## src/rtl/uart_rx_fifo.sv

```systemverilog
// UART receive FIFO: edge-detects rx_done, stores bytes first-word-fall-through; optional sticky overrun via UART_RX_FIFO_OVERRUN_EN.
// Latency: a byte accepted at edge N is on dout with empty=0 right after edge N.
// Backpressure: none toward the receiver; a push while full and not popping is dropped.
module uart_rx_fifo #(
  parameter int DEPTH      = 16,
  parameter int DATA_WIDTH = 8
) (
  input  logic                      clk,
  input  logic                      rst,
  input  logic [DATA_WIDTH-1:0]     rx_data,
  input  logic                      rx_done,
  input  logic                      pop,
  input  logic                      overrun_clr,
  output logic [DATA_WIDTH-1:0]     dout,
  output logic                      empty,
  output logic                      full,
  output logic [$clog2(DEPTH):0]    count,
  output logic                      overrun
);

  localparam int AW = $clog2(DEPTH);
  localparam int CW = AW + 1;

  logic [DATA_WIDTH-1:0] mem [DEPTH];
  logic [AW-1:0]         wr_ptr;
  logic [AW-1:0]         rd_ptr;
  logic                  rx_done_d;
  logic                  push;
  logic                  do_push;
  logic                  do_pop;
  logic [CW-1:0]         count_nxt;

  // A pop in the same cycle frees the slot, so a push at full is still accepted.
  always_comb begin
    push      = rx_done & ~rx_done_d;
    do_pop    = pop & ~empty;
    do_push   = push & (~full | do_pop);
    count_nxt = count;
    case ({do_push, do_pop})
      2'b10:   count_nxt = count + CW'(1);
      2'b01:   count_nxt = count - CW'(1);
      default: count_nxt = count;
    endcase
  end

  always_ff @(posedge clk or negedge rst) begin
    if (!rst) begin
      rx_done_d <= 1'b0;
      wr_ptr    <= '0;
      rd_ptr    <= '0;
      count     <= '0;
      empty     <= 1'b1;
      full      <= 1'b0;
    end else begin
      rx_done_d <= rx_done;
      if (do_push) wr_ptr <= wr_ptr + AW'(1);
      if (do_pop)  rd_ptr <= rd_ptr + AW'(1);
      count     <= count_nxt;
      empty     <= (count_nxt == '0);
      full      <= (count_nxt == CW'(DEPTH));
    end
  end

  always_ff @(posedge clk) begin
    if (do_push) mem[wr_ptr] <= rx_data;
  end

  assign dout = empty ? '0 : mem[rd_ptr];

`ifdef UART_RX_FIFO_OVERRUN_EN
  logic drop;
  assign drop = push & full & ~do_pop;

  // Set wins over clear so a drop in the clearing cycle is never lost.
  always_ff @(posedge clk or negedge rst) begin
    if (!rst) begin
      overrun <= 1'b0;
    end else if (drop) begin
      overrun <= 1'b1;
    end else if (overrun_clr) begin
      overrun <= 1'b0;
    end
  end
`else
  logic unused_overrun_clr;
  assign unused_overrun_clr = overrun_clr;
  assign overrun = 1'b0;
`endif

endmodule

```

## config.mk

```make
export PLATFORM = sky130hd
export DESIGN_NAME = uart_rx_fifo
export DESIGN_NICKNAME = d
export VERILOG_FILES = /design/src/rtl/uart_rx_fifo.sv
export SDC_FILE = /design/constraint.sdc
export NUM_CORES = 1
export LEC_CHECK = 0
export BUFFER_PORTS_ARGS = -buffer_cell sky130_fd_sc_hd__buf_2
export CORE_MARGIN = 4
export CORE_UTILIZATION = 50
export DETAILED_ROUTE_END_ITERATION = 6
export GPL_ROUTABILITY_DRIVEN = 0
export PLACE_DENSITY = 0.73
export REMOVE_ABC_BUFFERS = 1
export SLEW_MARGIN = 25
export SYNTH_ARGS = -nofsm -noshare
export SYNTH_HDL_FRONTEND = slang
export SYNTH_SLANG_ARGS = --single-unit
```

## constraint.sdc

```tcl
create_clock -name clk -period 4.1 [get_ports clk]
set_input_delay 0.205 -clock clk [delete_from_list [all_inputs] [get_ports clk]]
set_output_delay 0.205 -clock clk [all_outputs]
set_load 0.005 [all_outputs]
```

==> summary.txt <==
Cells and area
  • Area Growth Syn to Fin: 15.7%
  • Final instance area: about 6800 sq um
  • Layout cell share with drive strength beyond 1: 0.336
  • Antenna diodes: 0
  • Filler instances: just over 800
  • Multi-input logic area: 1540 sq um
  • Fin nets: roughly 360
  • Register area: 4250 sq um

Yosys
  • Yosys cell types: 35
  • Ys Warns: 0
  • Register area share after synthesis: 0.722
  • Mapped Cells: roughly 300
  • Post-Syn Area: between 5000 and 6000 sq um
  • FF+latch count, synth: 144
  • Avg Cell Area, Syn: 19.7 sq um

Critical path
  • CP peak stage delay: 0.44 ns
  • CP endpoint kind: register
  • Cell mode on critical path: ha_1
  • Critical Path Fanout Max: 11
  • Required time worst endpoint: between 4 and 5 ns
  • Type of origin of the critical path: register
  • Crit path DAT: 3.55 ns
  • Critical path, cell by cell: nand2b_1, a21oi_2, inv_1, ha_1, xor2_1, ha_1, a21oi_1, mux2i_1, xnor2_1, or2_2, nor3b_1
  • Reg2Reg Depth: 11
  • CP max-delay cell: dfstp_2
  • Critical path class: register to register

Power
  • Reg power frac: 0.419
  • Leakage: 2.30 nW
  • Switch Pwr: 1.37 mW
  • Peak VDD IR: ~360 uV
  • Pwr Density: 692 nW/um^2
  • Cell Int Power: 3.34 mW
  • Power share of the clock group: 0.320
  • Comb pwr share: 0.262
  • Sw frac: 0.291

Detailed routing
  • Total wire length: approximately 11000 microns
  • First-pass DRT Iterations: 4
  • Routed WL per cell: 22.4 microns
  • Number of vias per cell: 5.74
  • DRC Markers: 0
  • Post-route ant nets: 0
  • Routed vias: 2837
  • Iter 0 DRT Violations: 336

Run
  • Max-cap check violation count: 0

Global routing
  • Largest net degree at the start of global routing: 35
  • Total grt overflow: 0
  • Initial antenna violation count: 0
  • Global-route wire length before repair: between 15000 and 20000 microns
  • Vias in the first global route: 3029
  • Global Route Usage Sum: 0.183

STA
  • Period utilization: 0.786
  • Final Max Slew Viols: 0
  • Final Hold Viols: 0
  • Final setup viols: 0
  • Relative slew slack: 0.355
  • Worst-Margin Slew: 0.962 ns
  • Setup TNS: 0 ns
  • RSZ-0062 raised after global routing: false
  • Clock Skew: ~0.0065 ns
  • Max Fclk: 0.310 GHz
  • Post-layout min period: 3.22 ns

Clock network
  • Post-CTS Setup Bufs: 0
  • Deepest clock path buffer count: 2
  • H-tree levels: 4
  • CTS Sinks: 144
  • CTS tree: done
  • Cts bufs inserted: 17
  • Clk root buf: clkbuf_16
  • Clk slew on worst S/H paths: 0.06 ns
  • Clock latency at the later pin of the worst-skew pair: 0.41 ns

Min path
  • Min-delay worst type: input port to register
  • Hold depth: 3

Die
  • Die width: approximately 120 microns
  • Die Ht: 116 microns
  • Floorplan core area: 11500 sq um
  • # IOs: 29
  • Initial Util: 0.513
  • Die area: 13600 sq um
  • Row count: 39

Placed design
  • DP Wirelength: 6710 microns
  • Port Buffers: 26
  • Placed inst area: approximately 6200 sq um

Status
  • Outcome: finished, final reports clean
==> power by group through the flow <==
stage / Sequential [mW] / Combinational (mW) / Clock, mW
2_1_floorplan: 2.01 / 0.793 / 0
3_3_place_gp: 1.99 / 1.22 / 0
3_5_place_dp: 2.01 / 1.24 / 0
4_1_cts: 1.98 / 1.25 / 1.53
5_1_grt: 2.01 / 1.34 / 1.61
6_report: 1.97 / 1.23 / 1.50
==> layer usage <==
metal  part of all wire  GRT usage
met3              0.061     0.0580
met2               0.51      0.285
met1               0.42      0.249
met5                  0          0
met4              0.010     0.0619
==> worst paths after layout <==
path,from,to,slack [ns]
min in group asynchronous,rst,rd_ptr[3]$_DFFE_PN0P_,0.24
hold / removal,pop,rd_ptr[0]$_DFFE_PN0P_,0.17
setup reg to reg,empty$_DFF_PN1_,full$_DFF_PN0_,0.88
setup / recovery,empty$_DFF_PN1_,full$_DFF_PN0_,0.88
hold reg to reg,count[4]$_DFF_PN0_,count[4]$_DFF_PN0_,0.50
max in group asynchronous,rst,empty$_DFF_PN1_,3.56
==> critical path: cells and delay by family (launching register included) <==
family,cells,cell delay (ns)
adders and majority gates,2,0.60
DFF,1,0.44
buffers and inverters,1,0.26
xor gates and xnor gates,2,0.29
AOI/OAI and AO/OA,2,0.54
and+or+nand+nor,3,0.76
muxes,1,0.23
==> cell usage after synthesis (all sizes together) <==
master	n	area [sq um]
a21oi	6	33.8
nand3	2	10.0
inv	9	33.8
dfstp	1	26.3
or2	1	6.26
o41a	1	11.3
o21ai	2	10.0
or3b	1	8.76
a211o	1	8.76
conb	1	3.75
nand2	8	30.0
and4	1	8.76
mux2	1	11.3
o31ai	1	7.51
dfrtp	15	375
nand2b	3	18.8
nor2	6	22.5
nor4	5	31.3
buf	8	60.1
mux2i	2	20.0
nor3	6	30.0
and2	4	25.0
nand4	2	12.5
nand3b	3	22.5
xor2	3	26.3
xnor2	8	70.1
clkbuf	9	33.8
ha	8	100
edfxtp	128	3840
mux4	40	901
nor3b	3	22.5
nor2b	9	56.3
==> flip-flops by register name, indices dropped and copies added (netlist names) <==
signal	cells
count	5
empty	1
full	1
mem	128
rd_ptr	4
rx_done_d	1
wr_ptr	4
==> cell type report <==
| class | count | area share |
|---|---|---|
| multi-input cells | 128 | 0.226 |
| clock buffers | 18 | 0.0630 |
| inverters | 9 | 0.00496 |
| repair buffers | 38 | 0.0331 |
| flip-flops and latches | 144 | 0.624 |
| clock inverters | 14 | 0.0228 |
| well taps | 143 | 0.0263 |
==> cells in the final DEF (no fill, tap or decap), drive strengths merged, types with 4 or more instances in the layout <==
cell	netlist	layout
a21oi	6	6
nor2	6	6
and2	4	4
mux4	40	40
xnor2	8	8
nor2b	9	9
buf	8	36
ha	8	8
nand2	8	8
clkinv	0	6
edfxtp	128	128
dfrtp	15	15
nor4	5	5
inv	9	13
nor3	6	6
clkbuf	9	18
==> through the flow <==
stage	utilization	worst slack [ns]	std cells	power (mW)	hold WS, ns
floorplan	-	1.22	281	2.80	-0.0906
global placement	0.541	1.01	460	3.21	0.134
detailed placement	0.541	0.893	460	3.25	0.145
CTS	0.594	0.866	494	4.76	0.161
global route	0.594	0.607	494	4.96	0.162
finish	0.594	0.876	494	4.71	0.169
==> cell families after synthesis <==
group                      share of synthesized area
AOI/OAI and AO/OA                             0.0121
other                                       0.000638
xor gates and xnor gates                      0.0164
DFF                                            0.722
buffers and inverters                         0.0217
muxes                                          0.158
and+or+nand+nor                               0.0519
adders and majority gates                     0.0170
==> repair_timing <==
action                                 in CTS  in global routing
resized for setup                           0                  0
setup endpoints to repair                   0                  0
endpoints found under the hold margin      16                  0
hold buffers                                2                  0
(Power assumes the default switching activity.)
